===== config.mk =====
export PLATFORM = sky130hd
export DESIGN_NAME = alu_frame_ctrl_flat
export DESIGN_NICKNAME = d
export VERILOG_FILES = /design/src/rtl/alu_frame_if.sv /design/src/rtl/alu_frame_ctrl.sv /design/src/flat_wrapper.sv
export SDC_FILE = /design/constraint.sdc
export NUM_CORES = 1
export LEC_CHECK = 0
export BUFFER_PORTS_ARGS = -buffer_cell sky130_fd_sc_hd__buf_2
export CAP_MARGIN = 20
export CORE_MARGIN = 3
export CORE_UTILIZATION = 35
export CTS_CLUSTER_SIZE = 12
export DETAILED_ROUTE_END_ITERATION = 8
export PLACE_DENSITY_LB_ADDON = 0.12
export SYNTH_ARGS = -nofsm -noshare
export SYNTH_HDL_FRONTEND = slang
export SYNTH_SLANG_ARGS = --single-unit

===== constraint.sdc =====
create_clock -name clk -period 1.9 [get_ports clk]
set_clock_uncertainty 0.15 [all_clocks]
set_input_delay 0.285 -clock clk [delete_from_list [all_inputs] [get_ports clk]]
set_output_delay 0.285 -clock clk [all_outputs]
set_load 0.02 [all_outputs]

===== src/rtl/alu_frame_if.sv =====
// UART-side bus of the framed ALU controller.
// rx_valid is a one-cycle strobe qualifying rx_data; tx_start is a one-cycle request
// qualifying tx_data, and tx_busy (from the transmitter) rises the cycle after
// tx_start and falls once the byte has gone out.
interface alu_frame_if;
  logic [7:0] rx_data;
  logic       rx_valid;
  logic       tx_busy;
  logic [7:0] tx_data;
  logic       tx_start;

  modport master (output rx_data, rx_valid, tx_busy, input tx_data, tx_start);
  modport slave  (input rx_data, rx_valid, tx_busy, output tx_data, tx_start);
endinterface


===== src/rtl/alu_frame_ctrl.sv =====
// Framed command controller: hunts SYNC, checks OP/A/B/CHK frames, drives the ALU
// for valid frames and answers every frame with a status byte and a payload byte.
module alu_frame_ctrl #(
  parameter logic [7:0] SYNC_BYTE      = 8'hA5,
  parameter int         TIMEOUT_CYCLES = 1000,
  parameter int         ALU_LAT        = 1
) (
  input  logic        clk,
  input  logic        rst,
  alu_frame_if.slave  uart,
  input  logic [7:0]  alu_result,
  output logic [7:0]  alu_A,
  output logic [7:0]  alu_B,
  output logic [2:0]  alu_op,
  output logic        busy,
  output logic        frame_err,
  output logic [7:0]  err_count,
  output logic [3:0]  dbg_state
);
  localparam int IW = $clog2(TIMEOUT_CYCLES + 1);
  localparam int LW = $clog2(ALU_LAT + 1);

  typedef enum logic [3:0] {
    HUNT, GET_OP, GET_A, GET_B, GET_CHK, EXEC,
    SEND_STAT, WAIT_STAT, SEND_RES, WAIT_RES
  } state_t;

  state_t        state;
  logic [7:0]    op_q, a_q, b_q, status_q, payload_q;
  logic [IW-1:0] idle_cnt;
  logic [LW-1:0] exec_cnt;
  logic          seen_busy;
  logic [7:0]    err_next;

  assign err_next  = (err_count == 8'hFF) ? 8'hFF : err_count + 8'd1;
  assign busy      = (state != HUNT);
  assign dbg_state = state;

  always_ff @(posedge clk) begin
    if (rst) begin
      state         <= HUNT;
      op_q          <= '0;
      a_q           <= '0;
      b_q           <= '0;
      status_q      <= '0;
      payload_q     <= '0;
      idle_cnt      <= '0;
      exec_cnt      <= '0;
      seen_busy     <= 1'b0;
      uart.tx_data  <= '0;
      uart.tx_start <= 1'b0;
      alu_A         <= '0;
      alu_B         <= '0;
      alu_op        <= '0;
      frame_err     <= 1'b0;
      err_count     <= '0;
    end else begin
      uart.tx_start <= 1'b0;
      frame_err     <= 1'b0;
      case (state)
        HUNT: begin
          if (uart.rx_valid && uart.rx_data == SYNC_BYTE) begin
            idle_cnt <= '0;
            state    <= GET_OP;
          end
        end
        GET_OP, GET_A, GET_B, GET_CHK: begin
          // An arriving byte always beats a timeout reached in the same cycle.
          if (uart.rx_valid) begin
            idle_cnt <= '0;
            case (state)
              GET_OP: begin op_q <= uart.rx_data; state <= GET_A;   end
              GET_A:  begin a_q  <= uart.rx_data; state <= GET_B;   end
              GET_B:  begin b_q  <= uart.rx_data; state <= GET_CHK; end
              default: begin
                if (uart.rx_data != (op_q ^ a_q ^ b_q)) begin
                  status_q  <= 8'hE1;
                  payload_q <= 8'h00;
                  frame_err <= 1'b1;
                  err_count <= err_next;
                  state     <= SEND_STAT;
                end else if (op_q[7:3] != 5'd0) begin
                  status_q  <= 8'hE2;
                  payload_q <= 8'h00;
                  frame_err <= 1'b1;
                  err_count <= err_next;
                  state     <= SEND_STAT;
                end else begin
                  alu_op   <= op_q[2:0];
                  alu_A    <= a_q;
                  alu_B    <= b_q;
                  exec_cnt <= '0;
                  state    <= EXEC;
                end
              end
            endcase
          end else if (idle_cnt == IW'(TIMEOUT_CYCLES - 1)) begin
            frame_err <= 1'b1;
            err_count <= err_next;
            state     <= HUNT;
          end else begin
            idle_cnt <= idle_cnt + IW'(1);
          end
        end
        EXEC: begin
          if (exec_cnt == LW'(ALU_LAT - 1)) begin
            payload_q <= alu_result;
            status_q  <= 8'h00;
            state     <= SEND_STAT;
          end else begin
            exec_cnt <= exec_cnt + LW'(1);
          end
        end
        SEND_STAT: begin
          if (!uart.tx_busy) begin
            uart.tx_data  <= status_q;
            uart.tx_start <= 1'b1;
            seen_busy     <= 1'b0;
            state         <= WAIT_STAT;
          end
        end
        WAIT_STAT: begin
          // Only a busy->idle transition of the transmitter completes the byte.
          if (uart.tx_busy)   seen_busy <= 1'b1;
          else if (seen_busy) state     <= SEND_RES;
        end
        SEND_RES: begin
          if (!uart.tx_busy) begin
            uart.tx_data  <= payload_q;
            uart.tx_start <= 1'b1;
            seen_busy     <= 1'b0;
            state         <= WAIT_RES;
          end
        end
        WAIT_RES: begin
          if (uart.tx_busy)   seen_busy <= 1'b1;
          else if (seen_busy) state     <= HUNT;
        end
        default: state <= HUNT;
      endcase
    end
  end
endmodule


===== src/flat_wrapper.sv =====
// flat-port wrapper written by rule: the top's interface ports become plain ports
module alu_frame_ctrl_flat 
#(
  parameter logic [7:0] SYNC_BYTE      = 8'hA5,
  parameter int         TIMEOUT_CYCLES = 1000,
  parameter int         ALU_LAT        = 1
)
  (clk, rst, alu_result, alu_A, alu_B, alu_op, busy, frame_err, err_count, dbg_state, uart_rx_data, uart_rx_valid, uart_tx_busy, uart_tx_data, uart_tx_start);
  alu_frame_if uart_i ();
  input  logic clk;
  input  logic rst;
  input  logic [7:0] alu_result;
  output logic [7:0] alu_A;
  output logic [7:0] alu_B;
  output logic [2:0] alu_op;
  output logic busy;
  output logic frame_err;
  output logic [7:0] err_count;
  output logic [3:0] dbg_state;
  input wire logic [$bits(uart_i.rx_data)-1:0] uart_rx_data;
  input wire logic [$bits(uart_i.rx_valid)-1:0] uart_rx_valid;
  input wire logic [$bits(uart_i.tx_busy)-1:0] uart_tx_busy;
  output wire logic [$bits(uart_i.tx_data)-1:0] uart_tx_data;
  output wire logic [$bits(uart_i.tx_start)-1:0] uart_tx_start;
  assign uart_i.rx_data = uart_rx_data;
  assign uart_i.rx_valid = uart_rx_valid;
  assign uart_i.tx_busy = uart_tx_busy;
  assign uart_tx_data = uart_i.tx_data;
  assign uart_tx_start = uart_i.tx_start;
  alu_frame_ctrl #(.SYNC_BYTE(SYNC_BYTE), .TIMEOUT_CYCLES(TIMEOUT_CYCLES), .ALU_LAT(ALU_LAT)) u_core (.clk(clk), .rst(rst), .uart(uart_i), .alu_result(alu_result), .alu_A(alu_A), .alu_B(alu_B), .alu_op(alu_op), .busy(busy), .frame_err(frame_err), .err_count(err_count), .dbg_state(dbg_state));
endmodule

==> results of run 1 <==
-- layer usage --
layer,vias to the layer above,part of all wire [%],global-route usage [%]
met5,-,0,0
met2,64,46,26.9
met1,1719,48,21.2
met4,0,1.4,4.65
li1,1828,-,-
met3,10,4.2,4.20
-- worst register-to-register path: stages (launching register included) --
cell and delay, ns:
dfxtp_4 0.37, o21a_1 0.18, or3_4 0.36, o32ai_4 0.32, inv_2 0.11, a2111oi_2 0.35
-- stage by stage --
| stage | instance area [um2] | setup TNS, ns | power [mW] | hold WS, ns |
|---|---|---|---|---|
| 6_report | 5700 | -0.0628 | 5.33 | 0.0105 |
| 3_3_place_gp | 5040 | -3.15 | 3.27 | 0.311 |
| 2_1_floorplan | 3990 | -0.435 | 2.76 | 0.268 |
| 5_1_grt | 5700 | -3.45 | 5.59 | 0.00892 |
| 4_1_cts | 5450 | -0.162 | 5.15 | 0.00144 |
| 3_5_place_dp | 5040 | -3.99 | 3.27 | 0.307 |
-- state kept, by name, summed over array words and instances (netlist names), 8 cells and up --
name / flops
u_core.b_q: 8
u_core.alu_B: 8
u_core.a_q: 8
u_core.idle_cnt: 10
u_core.alu_A: 8
u_core.op_q: 8
u_core.uart.tx_data: 8
u_core.err_count: 8
u_core.payload_q: 8
-- synthesized netlist by cell type, types with 3 or more instances --
library cell / n / area share [%]
clkbuf_1: 13 / 1.2
a22oi_1: 4 / 0.76
nor3_2: 3 / 0.76
mux2i_1: 45 / 11
nand3_1: 6 / 0.76
nand2b_1: 8 / 1.3
inv_1: 3 / 0.28
nand3b_1: 4 / 0.76
nand2_1: 18 / 1.7
nor3_1: 8 / 1.0
a41oi_1: 3 / 0.66
dfxtp_1: 87 / 44
o21ai_0: 13 / 1.6
a21oi_1: 18 / 2.3
xnor2_1: 22 / 4.9
nor4_1: 3 / 0.47
a31oi_1: 4 / 0.63
buf_4: 3 / 0.57
nor2_1: 79 / 7.5
xor2_1: 11 / 2.4
and3_1: 6 / 0.95
nor2b_1: 3 / 0.47
a311oi_1: 3 / 0.66
nand4_1: 12 / 1.9
a22o_1: 8 / 1.8
-- cell type report --
type | count | area share (%)
well taps | 140 | 3.08
clock buffers | 13 | 4.92
clock inverters | 3 | 0.264
multi-input cells | 318 | 41.3
flip-flops and latches | 87 | 30.8
inverters | 4 | 0.264
repair buffers | 159 | 19.4
-- kinds of logic (layout without fill, tap and decap cells) --
logic type      count (synthesis)  after routing
compound gates                 69             70
simple gates                  168            168
mux                            45             45
xor+xnor                       33             33
fa+ha+maj                       2              2
buf+inv                        21            179
flops                          87             87
-- timing repair --
action                                 4_1_cts  5_1_grt
cloned                                       1        0
setup buffers                                5        6
setup endpoints to repair                   57       83
endpoints found under the hold margin        1        0
resized for setup                           17       51
hold buffers                                 1        0
pin swaps                                    4       30
-- power by group --
part           internal (mW)  switching (mW)
registers               1.90          0.0667
clock network           1.02           0.690
logic                  0.846           0.809
-- worst max-delay path by stage --
| stage | startpoint | to | depth (start not counted) |
|---|---|---|---|
| floorplan | u_core.dbg_state[0] | u_core.dbg_state[0] | 7 |
| global placement | uart_rx_data[3] | u_core.idle_cnt[9] | 7 |
| detailed placement | uart_rx_data[3] | u_core.idle_cnt[9] | 7 |
| CTS | u_core.idle_cnt[0] | u_core.err_count[5] | 8 |
| global route | u_core.idle_cnt[1] | u_core.err_count[5] | 9 |
| finish | u_core.dbg_state[0] | u_core.dbg_state[0] | 5 |
==> summary.txt, run 1 <==
Outcome
  • Status: finished with violations
  • Violated checks: negative setup slack

Clock tree
  • CTS Root Cell: clkbuf_16
  • Worst-Skew Late Latency: 0.34 ns
  • CTS clk-pin slew, worst paths: 0.06 ns
  • Num Clock Sinks: 87
  • Clock Path Buffers: 2
  • TritonCTS buffer count: 9
  • H-tree lvl count: 3
  • CTS tree: yes

Routing
  • DR iter-0 viols: 163
  • DRC errors left: 0
  • Routed via count: 3621
  • Post-Route WL: 10300 um
  • DRT Pass-1 Iters: 4
  • WL per Instance: 14.2 um
  • Vias/cell: 5.00
  • Detail Route Antenna Nets: 0

Setup path
  • FF-to-FF Start: u_core.dbg_state[0]
  • Crit path max-delay family: compound AO/OA/AOI/OAI gates
  • Crit-path max FO: 5
  • Worst r2r path cells: 5
  • CP cell instances: o21a_1, or3_4, o32ai_4, inv_2, a2111oi_2
  • Crit. End Element: flop
  • Worst endpoint data arrival time: 2.03 ns
  • Crit-path slowest cell: dfxtp_4
  • Max incr delay on CP: 0.37 ns
  • Worst path required time: between 1.5 and 2 ns
  • Setup CP Type: flop to flop
  • End of the worst register-to-register path: u_core.dbg_state[0]
  • Crit start category: flop
  • Worst reg-to-reg setup slack: -0.05 ns
  • Buffer and inverter count on the worst path: 1

Cells and area
  • Commonest cells after routing, fill and taps aside: buf_4 (85), dfxtp_1 (77), nor2_1 (75)
  • Final nets: 601
  • Area occupied by multi-input gates: roughly 2300 um2
  • Fillers: 1029
  • Non-Filler Instances: 724
  • Register area: 1760 um2
  • Post-Route Utilization: 52.1%
  • Ratio of cells with drive above 1 in the final layout: between 30 and 40%
  • Commonest non-fill, non-tap cell in the layout: buf_4
  • Antenna cell count: 0
  • Layout Area Growth over Synthesis: 43.7%

STA
  • Final Hold Fails: 0
  • Worst Tran Pin Value: 0.521 ns
  • Unrepaired setup endpoints after global routing: yes
  • Min Tclk post-route: ~1.9 ns
  • Final setup violation count: 3
  • Slew headroom: 65.3%
  • Final slew viol count: 0
  • Final WS setup: -0.0485 ns
  • Final Cycle Share: 103%
  • Peak Freq: roughly 510 MHz

Logic synthesis
  • Yosys warning total: 0
  • Post-synth top flop: dfxtp_1
  • Largest family of logic cells by synthesized area: simple AND/OR/NAND/NOR gates
  • Adder-Cell Fraction of Synth Area: 0.631%
  • Post-synth EDFFs: 0
  • Unique masters post-synth: 55
  • Seq/Total Area, Yosys: about 44%
  • Synthesized cell area: 3960 um2
  • Gate Count Post-Synth: 425
  • Multiplexer share of the synthesized area: 11.4%
  • Synth Area per Inst: 9.33 um2
  • Synthesis-stage register bit count: 87
  • Synth Area in XOR/XNOR: 7.29%
  • Compound-Gate Fraction of Synth Area: 12.7%
  • Share of flip-flops with an asynchronous set or reset: 0%
  • Syn Nets: roughly 450
  • Post-Synth Simple-Gate Area: around 22%

Global routing
  • GRT overflow: 0
  • Initial antenna violation count: 0
  • GRT Resource Usage Total: about 16%
  • First-pass GRT wire length: 16700 um
  • Largest net degree at the start of global routing: 44
  • Vias in the first global route: 3484

Flow run
  • Max-Cap Viols: 0

Placed design
  • Post-detail-place hpwl: 7410 um
  • Placed cells: 695
  • Setup WS pre-CTS: -0.186 ns
  • Gp weighted congestion: about 0.8
  • PortBufs: 61

Min path
  • Worst Hold Path EP: u_core.payload_q[7]
  • Hold Crit Depth: 2
  • Class of the worst hold path: primary input to flop
  • HP Start: alu_result[7]

Die
  • Initial Utilization: 36.2%
  • DIE HEIGHT: 112 um
  • Core Box Area: 10900 um2
  • Boundary Pins: 62
  • Die width: 112 um
  • Die footprint: 12600 um2
  • Rows: 38

Power
  • P_leak: 2.57 nW
  • Peak supply drop: ~0.00046 V
  • PwrDens: 936 nW/um2
Note: power is estimated with default switching activity, not from simulation.
==> run 2, diff against run 1 <==
- ABC_AREA: not set -> 0
- SETUP_SLACK_MARGIN: not set -> 0.3
- SKIP_CTS_REPAIR_TIMING: not set -> 1
==> run 2 against run 1 <==
  * Setup slack got worse by 0.086 ns
  * The flow still finishes with violations (negative setup slack)
  * Critical path depth rose by 2
  * Hold slack barely moved
  * Clock power rose by 2%
  * Count of clock-buffer cells in the layout fell by 2
  * Largest power group is now combinational logic
  * Critical path type unchanged
  * Non-clock buffer count rose by 11
  * Sequential share of layout area fell by 2.2 points
  * Maximum frequency fell by 4.2%
  * Cell count rose by 1.4%
  * Die area did not move
  * Largest cell class unchanged
  * Flip-flop and latch count did not move
  * First-iteration DRC count rose by 8.0%
==> summary.txt, run 2 (synthesis gave the netlist of run 1 again) <==
Outcome
  • Status: finished with violations (unchanged)
  • Violated checks: negative setup slack (unchanged)

Cells and area
  • Fillers: 952 (was 1029)
  • Layout Area Growth over Synthesis: 55.8% (was 43.7%)
  • Area occupied by multi-input gates: 2610 um2 (was 2350 um2)
  • Commonest non-fill, non-tap cell in the layout: buf_4 (unchanged)
  • Largest Register: u_core.idle_cnt (unchanged)
  • Antenna cell count: 0 (unchanged)
  • Ratio of cells with drive above 1 in the final layout: 46.6% (was 39.6%)
  • Commonest cells after routing, fill and taps aside: buf_4 (79), nor2_1 (73), dfxtp_1 (72) (was buf_4 (85), dfxtp_1 (77), nor2_1 (75))
  • Largest register FFs: 10 (unchanged)
  • Non-Filler Instances: 734 (was 724)
  • Final nets: 612 (was 601)
  • Register area: 1770 um2 (was 1760 um2)
  • Post-Route Utilization: 56.5% (was 52.1%)
  • Finished Cell Area: 6180 um2 (was 5700 um2)

Setup path
  • CP Launch Point: u_core.dbg_state[0] (unchanged)
  • Setup CP Type: flop to flop (unchanged)
  • Worst path required time: 1.99 ns (was 1.98 ns)
  • FF-to-FF Start: u_core.dbg_state[0] (unchanged)
  • Crit. End Element: flop (unchanged)
  • End of the worst register-to-register path: u_core.dbg_state[0] (unchanged)
  • Crit start category: flop (unchanged)
  • Worst endpoint data arrival time: 2.12 ns (was 2.03 ns)
  • CP Capture Point: u_core.dbg_state[0] (unchanged)
  • Worst r2r path cells: 7 (was 5)
  • Worst reg-to-reg setup slack: -0.13 ns (was -0.05 ns)
  • Crit-path max FO: 4 (was 5)

Clock tree
  • CTS Root Cell: clkbuf_16 (unchanged)
  • Clock Path Buffers: 2 (unchanged)
  • CTS tree: yes (unchanged)
  • H-tree lvl count: 3 (unchanged)
  • CTS clk-pin slew, worst paths: 0.06 ns (about the same)
  • TritonCTS buffer count: 9 (unchanged)
  • Worst-Skew Late Latency: 0.34 ns (about the same)
  • Num Clock Sinks: 87 (unchanged)

Global routing
  • Initial antenna violation count: 0 (unchanged)
  • GRT overflow: 0 (unchanged)
  • Largest net degree at the start of global routing: 44 (unchanged)
  • First-pass GRT wire length: 17100 um (was 16700 um)
  • Vias in the first global route: 3527 (was 3484)
  • GRT Resource Usage Total: 16.8% (was 16.3%)

STA
  • Min Tclk post-route: 2.03 ns (was 1.95 ns)
  • Worst Tran Pin Value: 0.435 ns (was 0.521 ns)
  • Final Hold Fails: 0 (unchanged)
  • Peak Freq: 491 MHz (was 513 MHz)
  • Final setup violation count: 32 (was 3)
  • Final WS setup: -0.135 ns (was -0.0485 ns)
  • Worst hold margin: 0.0110 ns (was 0.0105 ns)
  • Final slew viol count: 0 (unchanged)
  • Final Cycle Share: 107% (was 103%)
  • Setup tns final: -1.19 ns (was -0.0628 ns)
  • Slew headroom: 71.0% (was 65.3%)
  • Unrepaired setup endpoints after global routing: yes (unchanged)

Die
  • Initial Utilization: 36.2% (unchanged)
  • DIE HEIGHT: 112 um (unchanged)
  • Die width: 112 um (unchanged)
  • Boundary Pins: 62 (unchanged)
  • Core Box Area: 10900 um2 (unchanged)
  • Rows: 38 (unchanged)
  • Die footprint: 12600 um2 (unchanged)

Min path
  • HP Start: alu_result[2] (was alu_result[7])
  • Class of the worst hold path: primary input to flop (unchanged)

Routing
  • Vias/cell: 5.03 (was 5.00)
  • DR iter-0 viols: 176 (was 163)
  • DRT Pass-1 Iters: 4 (unchanged)
  • DRC errors left: 0 (unchanged)
  • WL per Instance: 15.1 um (was 14.2 um)
  • Post-Route WL: 11100 um (was 10300 um)
  • Routed via count: 3689 (was 3621)
  • Detail Route Antenna Nets: 0 (unchanged)

Power
  • PwrDens: 930 nW/um2 (was 936 nW/um2)
  • Design Power: 5.75 mW (was 5.33 mW)
  • Peak supply drop: 0.000534 V (was 0.000464 V)
  • P_leak: 2.72 nW (was 2.57 nW)

Placed design
  • PortBufs: 61 (unchanged)
  • Gp weighted congestion: 0.806 (was 0.802)
  • Post-detail-place hpwl: 7540 um (was 7410 um)
  • Setup WS pre-CTS: -0.203 ns (was -0.186 ns)
  • Placed cells: 688 (was 695)
  • Area after DPL: 5090 um2 (was 5040 um2)

Flow run
  • Max-Cap Viols: 0 (unchanged)
[run 2: changes by cell type in the layout (fill, tap and decap cells not counted), moves of 4 or more]
| cell | before | now |
|---|---|---|
| buf_4 | 85 | 79 |
| buf_6 | 12 | 25 |
| dfxtp_1 | 77 | 72 |
| nor2_4 | 2 | 6 |
| o21ai_0 | 11 | 6 |
| xnor2_1 | 19 | 14 |
| xnor2_2 | 3 | 8 |
[run 2: final cells by class]
type	count	area share, %
clock buffers	11	3.93
clock inverters	4	0.770
inverters	4	0.243
multi-input cells	318	42.2
well taps	140	2.84
flip-flops and latches	87	28.7
repair buffers	170	21.4
[run 2: how the worst min path moves through the flow]
| stage | end | depth (start not counted) |
|---|---|---|
| 6_report | u_core.payload_q[2] | 2 |
| 3_5_place_dp | u_core.payload_q[0] | 1 |
| 5_1_grt | u_core.payload_q[2] | 2 |
| 4_1_cts | u_core.payload_q[6] | 2 |
| 3_3_place_gp | u_core.payload_q[0] | 1 |
| 2_1_floorplan | u_core.payload_q[0] | 1 |
[run 2: power breakdown]
part / switching [mW] / internal [mW]
sequential: 0.0794 / 1.90
clock: 0.710 / 1.04
combinational: 0.938 / 1.08
[run 2: worst max-delay path, cell delays in order (launching register included)]
cell and delay (ns):
dfxtp_4 0.36, o21a_1 0.20, or3_4 0.35, o32ai_4 0.33, buf_4 0.18, a21oi_1 0.04
o31a_1 0.13, a2111oi_4 0.18
[run 2: metal layers]
layer  GRT usage (%)  vias to the layer above  part of all wire (%)
li1                -                     1861                     -
met1            22.4                     1741                    46
met2            26.6                       70                    48
met3            3.23                       17                   3.8
met4            7.13                        0                   1.8
met5               0                        -                     0
==> run 3, diff against run 2 <==
- CAP_MARGIN: 20 -> 10
- CORE_ASPECT_RATIO: not set -> 1.75
- clock period: 1.9 -> 2.3 ns (I/O delays scaled with it)
==> run 3 against run 2 <==
  * The flow now finishes without violations
  * Sequential share of layout area rose by 5.8 points
  * Non-clock buffer count fell by 70
  * Cell count fell by 11%
  * Critical path type unchanged
  * Critical endpoint unchanged
  * Largest cell class unchanged
==> summary.txt, run 3 (synthesis gave the netlist of run 1 again) <==
Cells and area
  • Fillers: 1111 (was 952)
  • Area occupied by multi-input gates: 2250 um2 (was 2610 um2)
  • Largest register FFs: 10 (unchanged)
  • Ratio of cells with drive above 1 in the final layout: 30.8% (was 46.6%)
  • Antenna cell count: 0 (unchanged)
  • Commonest non-fill, non-tap cell in the layout: nor2_1 (was buf_4)
  • Largest Register: u_core.idle_cnt (unchanged)
  • Layout Area Growth over Synthesis: 29.0% (was 55.8%)
  • Final nets: 541 (was 612)
  • Register area: 1760 um2 (was 1770 um2)
  • Commonest cells after routing, fill and taps aside: nor2_1 (76), dfxtp_1 (75), buf_2 (62) (was buf_4 (79), nor2_1 (73), dfxtp_1 (72))

STA
  • Final Cycle Share: 88.4% (was 107%)
  • Slew headroom: 68.8% (was 71.0%)
  • Unrepaired setup endpoints after global routing: yes (unchanged)
  • Setup tns final: 0 ns (was -1.19 ns)
  • Worst Tran Pin Value: 0.464 ns (was 0.435 ns)
  • Final Hold Fails: 0 (unchanged)
  • Peak Freq: 492 MHz (was 491 MHz)
  • Final slew viol count: 0 (unchanged)
  • Final setup violation count: 0 (was 32)
  • Min Tclk post-route: 2.03 ns (about the same)
  • Final WS setup: 0.266 ns (was -0.135 ns)
  • Worst hold margin: 0.0701 ns (was 0.0110 ns)

Routing
  • WL per Instance: 15.7 um (was 15.1 um)
  • DR iter-0 viols: 177 (was 176)
  • Routed via count: 3397 (was 3689)
  • Vias/cell: 5.20 (was 5.03)
  • DRT Pass-1 Iters: 4 (unchanged)
  • DRC errors left: 0 (unchanged)
  • Post-Route WL: 10200 um (was 11100 um)
  • Detail Route Antenna Nets: 0 (unchanged)

Global routing
  • First-pass GRT wire length: 16500 um (was 17100 um)
  • Vias in the first global route: 3265 (was 3527)
  • GRT Resource Usage Total: 16.2% (was 16.8%)
  • Initial antenna violation count: 0 (unchanged)
  • GRT overflow: 0 (unchanged)
  • Largest net degree at the start of global routing: 34 (was 44)

Die
  • Rows: 50 (was 38)
  • Core Box Area: 10900 um2 (about the same)
  • Die width: 86.4 um (was 112 um)
  • DIE HEIGHT: 147 um (was 112 um)
  • Boundary Pins: 62 (unchanged)
  • Initial Utilization: 36.4% (was 36.2%)
  • Die footprint: 12700 um2 (was 12600 um2)

Clock tree
  • Clock Path Buffers: 2 (unchanged)
  • TritonCTS buffer count: 9 (unchanged)
  • CTS tree: yes (unchanged)
  • CTS clk-pin slew, worst paths: 0.06 ns (about the same)
  • Num Clock Sinks: 87 (unchanged)
  • CTS Root Cell: clkbuf_16 (unchanged)
  • Worst-Skew Late Latency: 0.34 ns (about the same)
  • H-tree lvl count: 3 (unchanged)

Flow run
  • Max-Cap Viols: 0 (unchanged)

Placed design
  • Gp weighted congestion: 0.848 (was 0.806)
  • Post-detail-place hpwl: 7410 um (was 7540 um)
  • PortBufs: 61 (unchanged)
  • Setup WS pre-CTS: 0.0816 ns (was -0.203 ns)

Min path
  • Class of the worst hold path: primary input to flop (unchanged)

Setup path
  • Buffer and inverter count on the worst path: 1 (unchanged)
  • Max incr delay on CP: 0.42 ns (was 0.36 ns)
  • Setup CP Type: flop to flop (unchanged)
  • Crit-path slowest cell: or3_4 (was dfxtp_4)
  • Crit-path max FO: 6 (was 4)
  • Crit path max-delay family: compound AO/OA/AOI/OAI gates (unchanged)
  • Crit start category: flop (unchanged)
  • Worst path required time: 2.39 ns (was 1.99 ns)
  • Worst reg-to-reg setup slack: 0.27 ns (was -0.13 ns)
  • CP cell instances: o21a_1, or3_4, o32ai_4, inv_2, a2111oi_4 (was o21a_1, or3_4, o32ai_4, buf_4, a21oi_1, o31a_1, a2111oi_4)
  • Crit. End Element: flop (unchanged)
  • Worst endpoint data arrival time: 2.12 ns (about the same)

Power
  • P_leak: 2.23 nW (was 2.72 nW)
  • PwrDens: 825 nW/um2 (was 930 nW/um2)
  • Peak supply drop: 0.000405 V (was 0.000534 V)
  • Design Power: 4.22 mW (was 5.75 mW)

Outcome
  • Status: finished clean (was finished with violations)
-- run 3: metrics by stage --
step / utilization [%] / std cells / instance area (um2)
after floorplan: - / 425 / 3970
after global placement: 41.6 / 623 / 4530
after detailed placement: 41.6 / 623 / 4530
after CTS: 44.5 / 638 / 4850
after global routing: 47.0 / 653 / 5110
final: 47.0 / 653 / 5110
-- run 3: report_power, final --
group | switching, mW | internal (mW) | total [mW]
registers | 0.0634 | 1.57 | 1.63
logic | 0.585 | 0.462 | 1.05
clock network | 0.595 | 0.947 | 1.54
total | 1.24 | 2.98 | 4.22
-- run 3: final timing paths --
path | cells after the start | end | from
setup / recovery | 5 | u_core.dbg_state[0] | u_core.dbg_state[1]
hold / removal | 2 | u_core.payload_q[7] | alu_result[7]
setup reg to reg | 5 | u_core.dbg_state[0] | u_core.dbg_state[1]
hold reg to reg | 1 | u_core.payload_q[0] | u_core.payload_q[0]
-- run 3: final cells by class --
type	count	area share, %
inverters	4	0.294
clock inverters	5	1.64
flip-flops and latches	87	34.5
repair buffers	100	11.9
multi-input cells	317	44.0
clock buffers	10	4.48
well taps	130	3.18
-- run 3: worst register-to-register path, delay by kind of cell (launching register included) --
family                 cells  cell delay [ns]
AOI/OAI and AO/OA          3             0.87
and+or+nand+nor            1             0.42
DFF                        1             0.37
buffers and inverters      1             0.13
-- run 3: routing by layer --
metal / wire, um / track usage, %
met2: 5380 / 28.5
met5: 0 / 0
met1: 4250 / 18.7
met3: 408 / 3.37
met4: 212 / 6.08
